### config.mk
export PLATFORM = sky130hd
export DESIGN_NAME = receptor_serie_32
export DESIGN_NICKNAME = d
export VERILOG_FILES = /design/src/rtl/receptor_serie_32.sv
export SDC_FILE = /design/constraint.sdc
export NUM_CORES = 1
export LEC_CHECK = 0
export ABC_AREA = 1
export CORE_MARGIN = 2
export CORE_UTILIZATION = 55
export DETAILED_ROUTE_END_ITERATION = 16
export GPL_ROUTABILITY_DRIVEN = 0
export PLACE_DENSITY_LB_ADDON = 0.1
export SYNTH_ARGS = -nofsm -noshare
export SYNTH_HDL_FRONTEND = slang
export SYNTH_SLANG_ARGS = --single-unit
### constraint.sdc
create_clock -name CLK -period 1.8 [get_ports CLK]
set_clock_uncertainty 0.1 [all_clocks]
set_input_delay 0.36 -clock CLK [delete_from_list [all_inputs] [get_ports CLK]]
set_output_delay 0.36 -clock CLK [all_outputs]
set_load 0.1 [all_outputs]
### src/rtl/receptor_serie_32.sv
// Framed serial receiver: start(0) + ANCHO data bits + stop(1), parallel word with VALIDO/ERROR pulses.
// Optional even-parity bit between data and stop when RECEPTOR_PARIDAD_EN is defined.
module receptor_serie_32 #(
  parameter int ANCHO = 32,
  parameter int CNT_W = 6
) (
  input  logic             CLK,
  input  logic             RST,
  input  logic             ENB,
  input  logic             DIR,
  input  logic             S_IN,
  output logic [ANCHO-1:0] Q,
  output logic             VALIDO,
  output logic             OCUPADO,
  output logic             ERROR
);

`ifdef RECEPTOR_PARIDAD_EN
  typedef enum logic [1:0] {IDLE = 2'd0, DATOS = 2'd1, PARIDAD = 2'd2, PARADA = 2'd3} estado_t;
`else
  typedef enum logic [1:0] {IDLE = 2'd0, DATOS = 2'd1, PARADA = 2'd3} estado_t;
`endif

  estado_t             estado_q, estado_d;
  logic                armado_q, armado_d;
  logic [CNT_W-1:0]    cnt_q, cnt_d;
  logic [ANCHO-1:0]    sh_q, sh_d;
  logic                dir_q, dir_d;
  logic [ANCHO-1:0]    q_q, q_d;
  logic                valido_q, valido_d;
  logic                error_q, error_d;
  logic                ocupado_q, ocupado_d;
  logic                par_err_q, par_err_d;

  // Next-state and output decode; pulses default low, everything else holds unless sampled.
  always_comb begin
    estado_d  = estado_q;
    armado_d  = armado_q;
    cnt_d     = cnt_q;
    sh_d      = sh_q;
    dir_d     = dir_q;
    q_d       = q_q;
    valido_d  = 1'b0;
    error_d   = 1'b0;
    par_err_d = par_err_q;
    if (ENB) begin
      case (estado_q)
        IDLE: begin
          if (S_IN) begin
            armado_d = 1'b1;
          end else if (armado_q) begin
            dir_d     = DIR;
            cnt_d     = {CNT_W{1'b0}};
            sh_d      = {ANCHO{1'b0}};
            par_err_d = 1'b0;
            estado_d  = DATOS;
          end else begin
            armado_d = 1'b0;
          end
        end
        DATOS: begin
          // MSB-first shifts toward the top so the first bit lands in Q[ANCHO-1].
          if (dir_q) begin
            sh_d = {sh_q[ANCHO-2:0], S_IN};
          end else begin
            sh_d = {S_IN, sh_q[ANCHO-1:1]};
          end
          cnt_d = cnt_q + {{(CNT_W-1){1'b0}}, 1'b1};
          if (cnt_q == CNT_W'(ANCHO - 1)) begin
`ifdef RECEPTOR_PARIDAD_EN
            estado_d = PARIDAD;
`else
            estado_d = PARADA;
`endif
          end else begin
            estado_d = DATOS;
          end
        end
`ifdef RECEPTOR_PARIDAD_EN
        PARIDAD: begin
          par_err_d = (^sh_q) ^ S_IN;
          estado_d  = PARADA;
        end
`endif
        PARADA: begin
          estado_d = IDLE;
          armado_d = S_IN;
          if (S_IN && !par_err_q) begin
            q_d      = sh_q;
            valido_d = 1'b1;
          end else begin
            error_d = 1'b1;
          end
        end
        default: begin
          estado_d = IDLE;
          armado_d = 1'b0;
        end
      endcase
    end else begin
      estado_d = estado_q;
    end
    ocupado_d = (estado_d != IDLE);
  end

  // State and output registers with synchronous reset.
  always_ff @(posedge CLK) begin
    if (RST) begin
      estado_q  <= IDLE;
      armado_q  <= 1'b0;
      cnt_q     <= {CNT_W{1'b0}};
      sh_q      <= {ANCHO{1'b0}};
      dir_q     <= 1'b0;
      q_q       <= {ANCHO{1'b0}};
      valido_q  <= 1'b0;
      error_q   <= 1'b0;
      ocupado_q <= 1'b0;
      par_err_q <= 1'b0;
    end else begin
      estado_q  <= estado_d;
      armado_q  <= armado_d;
      cnt_q     <= cnt_d;
      sh_q      <= sh_d;
      dir_q     <= dir_d;
      q_q       <= q_d;
      valido_q  <= valido_d;
      error_q   <= error_d;
      ocupado_q <= ocupado_d;
      par_err_q <= par_err_d;
    end
  end

  assign Q       = q_q;
  assign VALIDO  = valido_q;
  assign ERROR   = error_q;
  assign OCUPADO = ocupado_q;

endmodule

==> results.md <==
* Worst Hold Slack at 0.379 ns
* PnR worst setup slack at 0.124 ns
* Sw Pwr at 0.000773 W
* DIE WIDTH at 81.8 µm
* Largest family of logic cells by synthesized area: compound AO/OA/AOI/OAI gates
* Gr ovfl total at 0
* Number of flops mapped to enable cells by yosys at 0
* Clock sink count at 77
* Syn-to-layout area delta at 33.0%
* WL/cell at 12.2 µm
* Post-route ant nets at 0
* Power share of the clock group at 39.6%
* Pre-CTS setup slack at -0.00566 ns
* Mapped Cells at 462
* Max Transition Viols Final at 0
* DIE AREA at 0.00669 mm²
* Cell taking the most area after synthesis: dfxtp_1
* DP HPWL at 4.56 mm
* CP max stage cell: dfxtp_1
* Most common library cells after synthesis: 77 x dfxtp_1, 76 x o21ai_0, 73 x a21oi_1, 67 x nand2_1, 58 x nor2_1
* Top post-synthesis cells by area: dfxtp_1 46%, o21ai_0 11%, a21oi_1 11%
* Post-CTS Hold Buffers at 0
* Port Buffers at 39
* Switching share of power at 23.5%
* Clock root buffer: clkbuf_8
* CP arrival at 1.82 ns
* CP peak stage delay at 0.36 ns
* CTS tree: built
* Final period utilization at 93.1%
* Via count at 3012
* Largest net degree at the start of global routing at 66
* Core area at 0.00589 mm²
* CTS Buf Count at 9
* Vias per cell at 5.24
* Setup bufs post-CTS at 0
* Internal Power at 0.00252 W
* Logic pwr share at 7.4%
* Synth cell types at 27
* Total power at 0.00329 W
* Synth Area in Simple Gates at 16.8%
* Post-Place Cell Area at 0.00422 mm²
* Reg clk slew, reported paths at 0.08 ns
* Static Leak at 1.74 nW
* Post-synthesis mux area share at 0%
* Period minus WS final at 1.68 ns
* Synth Register Bits at 77
* IO Pins at 40
* Compound-Gate Fraction of Synth Area at 24.2%
* Total GRT Usage at 22.9%
* Synth Flop Type: dfxtp_1
* Synth top area share at 46.3%
* Global-route wire length before repair at 12.0 mm
* CTS Buffer Depth at 2
* Post-synthesis async set-or-reset flop share at 0%
* Cell Chain, Critical Path: inv_1 -> ha_1 -> nand2_1 -> nand2_1 -> a21oi_4 -> buf_12 -> nand4_1 -> nand2_1 -> nor2_1
* Drt first pass iters at 4
* Synth Area per Inst at 7.21 µm²
* Final core area utilization at 75.2%
* Initial antenna violation count at 0
* YS warnings at 0
* FMAX at 597 MHz
* Die Y at 81.8 µm
* Critical path required time at 1.94 ns
* Crit-path max FO at 16
* Count leader, synth: dfxtp_1
* Crit Path Class: flip-flop to flip-flop
* Final WL at 7.00 mm
* Mapped Nets at 471
* Ant diodes at 0
* Post-Synth XOR/XNOR Area at 0.263%
* Syn Std Cell Area at 0.00333 mm²
* Final hold violations at 0
* Nets@finish at 505
* Clock Latency Late Sink at 0.35 ns
* Number of global-route vias before repair at 2755
* Synth Area in Adders at 1.50%
* Worst Setup Start Kind: flip-flop
* Number of remaining DRC errors at 0
* Sequential power share at 53.0%
* Worst Hold Class: flip-flop to flip-flop
* Ratio of cells with drive above 1 in the final layout at 15.4%
* Setup violators final at 0
* Register area share after synthesis at 46.3%
* Max cap viols at 0
* Critical Path Sink Type: flip-flop
* Row cnt at 28
* Most common cell on crit path: nand2_1
* Initial Utilization at 56.6%
* H-tree depth at 3
* Cell Pwr Density at 743 mW/mm²
* Worst-margin pin slew at 0.305 ns
* Initial DRC count at 213
* Cell area after layout at 0.00443 mm²
* Max IR drop VDD at 766 µV
* Post-CTS sizing at 0
* Outcome: finished, final reports clean
* Slew headroom at 79.6%
## critical path: cells and delay by family (launching register included)
family / cells / cell delay (ns)
simple gates: 5 / 0.41
compound gates: 1 / 0.22
flops: 1 / 0.36
buf+inv: 2 / 0.24
fa+ha+maj: 1 / 0.24
## cell usage in the layout, fill, tap and decap left out, drive strengths merged
cell type      count
o21ai             81
ha                 4
clkinvlp           1
nor2              58
nor3               3
xor2               1
inv               54
o211ai             1
bufinv             1
dfxtp             77
a21oi             75
nand2             69
nand3              6
clkinv             2
clkbuf            11
clkdlybuf4s50      4
nand4              3
buf               49
## registers in the layout, summed over array words and instances (netlist names)
name and cells:
armado_q 1, estado_q 2, Q 32, dir_q 1, VALIDO 1, OCUPADO 1
ERROR 1, sh_q 32, cnt_q 6
## layout make-up
| type | instances | area, µm² |
|---|---|---|
| fillers | 435 | 1460 |
| inverters | 54 | 203 |
| clock buffers | 11 | 151 |
| repair buffers | 53 | 946 |
| multi-input cells | 301 | 1440 |
| clock inverters | 4 | 47.5 |
| flip-flops and latches | 77 | 1540 |
| well taps | 75 | 93.8 |
## cells by family after synthesis
| family | count (synthesis) |
|---|---|
| flops | 77 |
| xor+xnor | 1 |
| buf+inv | 84 |
| simple gates | 139 |
| compound gates | 157 |
| fa+ha+maj | 4 |
## power by group through the flow
stage          Sequential, W  Combinational (W)  Clock, W
2_1_floorplan        0.00179           0.000147         0
3_3_place_gp         0.00178           0.000233         0
3_5_place_dp         0.00178           0.000239         0
4_1_cts              0.00174           0.000240   0.00132
5_1_grt              0.00175           0.000270   0.00139
6_report             0.00174           0.000245   0.00130
## through the flow
stage | instances | setup TNS [ns]
2_1_floorplan | 462 | 0
3_3_place_gp | 560 | 0
3_5_place_dp | 560 | -0.00566
4_1_cts | 575 | 0
5_1_grt | 575 | -0.0158
6_report | 575 | 0
## worst paths after layout
check	to	slack [ns]	from	cells after the start
max reg2reg	cnt_q[5]$_SDFFE_PP0P_	0.12	estado_q[1]$_SDFF_PP0_	9
min reg2reg	Q[7]$_SDFFE_PP0P_	0.38	Q[7]$_SDFFE_PP0P_	2
min	Q[7]$_SDFFE_PP0P_	0.38	Q[7]$_SDFFE_PP0P_	2
max	cnt_q[5]$_SDFFE_PP0P_	0.12	estado_q[1]$_SDFF_PP0_	9
## routing by layer
metal  vias up  share of wire [%]  wire length [µm]  track usage, %
met5         -                  0                 0               0
li1       1560                  -                 -               -
met1      1377                 44              3090            26.8
met2        68                 51              3560            40.3
met4         0               0.70                49            6.83
met3         7                4.3               303            6.70
(Power assumes the default switching activity.)
==> RTL change: new RTL, same flow settings <==
The 3 values of `estado_t` get a one-hot encoding in 3 bits.
--- a/src/rtl/receptor_serie_32.sv
+++ b/src/rtl/receptor_serie_32.sv
@@ -20,3 +20,3 @@
 `else
-  typedef enum logic [1:0] {IDLE = 2'd0, DATOS = 2'd1, PARADA = 2'd3} estado_t;
+  typedef enum logic [2:0] {IDLE = 3'b001, DATOS = 3'b010, PARADA = 3'b100} estado_t;
 `endif
Function: no difference found for any inputs over 10 cycles, from zero or initial values and one cycle with RST high; not proved beyond that.
==> RTL change against the original RTL <==
  * Critical path depth decreased by 3
  * Cell area up 3.5%
  * First-iteration DRC count fell by 38%
  * Total power shrank 2.1%
  * Sequential cell count rose by 1
  * Worst setup slack improved by 0.17 ns
  * Wire length increased by 2.6%
  * Via count is 3.3% lower
  * Area after synthesis grew 5.2%
  * Combinational power decreased by 35%
  * Non-clock buffer count increased by 5
  * Largest power group unchanged
==> RTL change: results (changes against the original RTL) <==
- GRT Util Overall: 22.1% (-0.77 points)
- Max IR drop VDD: 0.486 mV (-37%)
- Synth unique cells: 29 (+7.4%)
- Int Power: 2490 uW (-0.96%)
- Critical Path Slowest Stage Cell: clkdlybuf4s50_1
- Area fraction in compound gates after synthesis: 13.6% (-11 points)
- Number of global-route vias before repair: 2,778 (+0.83%)
- Synth Area per Inst: 8.36 um^2 (+16%)
- Non-Filler Instances: 540 (-6.1%)
- Arr. time, crit path: 1.64 ns (-0.18 ns)
- DP Worst Slack: -0.0747 ns (-0.0690 ns)
- Worst Hold Class: primary input to flip-flop
- Sequential area share after synthesis: 44.6% (-1.7 points)
- Crit path largest cell delay: 0.54 ns (+0.18 ns)
- Cell area after placement: 4380 um^2 (+4.0%)
- Dpl cells: 525 (-6.3%)
- First-pass GRT wire length: 12.7 mm (+6.5%)
- Routed via count divided by cell count: 5.39 (+2.9%)
- DRT iter0 DRCs: 131 (-38%)
- Multiplexer share of the synthesized area: 9.96% (+10 points)
- R2r startpoint: estado_q[0]$_SDFF_PP1_
- CP Max Fanout: 22 (+6)
- Net Count, Synth: 425 (-9.8%)
- Main area contributors after synthesis: dfxtp_1, nand2_1, mux2_2
- Slew HR: 75.4% (-4.1 points)
- Share of layout cells above drive strength 1: 32.8% (+17 points)
- Static leakage: 0.00166 uW (-4.9%)
- Filler cells: 461 (+6.0%)
- Top cells by count, synth: nand2_1, dfxtp_1, a21oi_1, nand3_1, mux2_2
- Post-Synth Adder-Cell Area: 0.357% (-1.1 points)
- Avg WL per Cell: 13.3 um (+9.2%)
- DP Wirelength: 4.71 mm (+3.2%)
- Xor-xnor portion of the synthesized cell area: 0.500% (+0.24 points)
- Outcome: finished clean
- Hold path start: RST
RTL change: cell count changes after synthesis, sizes merged, moves of 2 or more:
cell	unedited run	this run
clkbuf	19	7
nand4	3	1
o21ai	81	3
ha	4	1
nand2	69	122
nor2	58	14
buf	11	22
inv	54	16
nand3	6	41
mux2	0	31
RTL change: area by class of cell:
class / count / area [um^2] / share of cell area, %
tap: 77 / 96.3 / 2.10
clock inverter: 3 / 43.8 / 0.956
inverter: 16 / 60.1 / 1.31
clock buffer: 12 / 155 / 3.39
sequential: 78 / 1560 / 34.1
multi-input combinational: 296 / 1700 / 37.1
timing repair buffer: 58 / 966 / 21.1
RTL change: kinds of logic (layout without fill, tap and decap cells):
group	count (synthesis)	in the layout
and+or+nand+nor	183	183
AOI/OAI and AO/OA	79	79
DFF	78	78
buffers and inverters	45	89
muxes	31	31
xor gates and xnor gates	2	2
adders and majority gates	1	1
RTL change: path summary, 6_finish.rpt:
kind                            endpoint  slack (ns)  cells past startpoint
setup / recovery      Q[10]$_SDFFE_PP0P_        0.29                      6
hold / removal    estado_q[2]$_SDFF_PP0_        0.20                      2
setup reg to reg      Q[10]$_SDFFE_PP0P_        0.36                      7
hold reg to reg     sh_q[7]$_SDFFE_PP0P_        0.40                      2
RTL change: power groups by stage:
stage	logic, uW	registers, uW	clock network (uW)
global route	171	1730	1430
global placement	156	1770	0
finish	159	1730	1330
CTS	159	1730	1360
detailed placement	158	1770	0
floorplan	103	1780	0
RTL change: layer usage:
metal	GRT usage (%)	routed length, um
met4	9.38	120
met5	0	0
met3	5.04	278
met2	35.2	3490
met1	28.9	3300
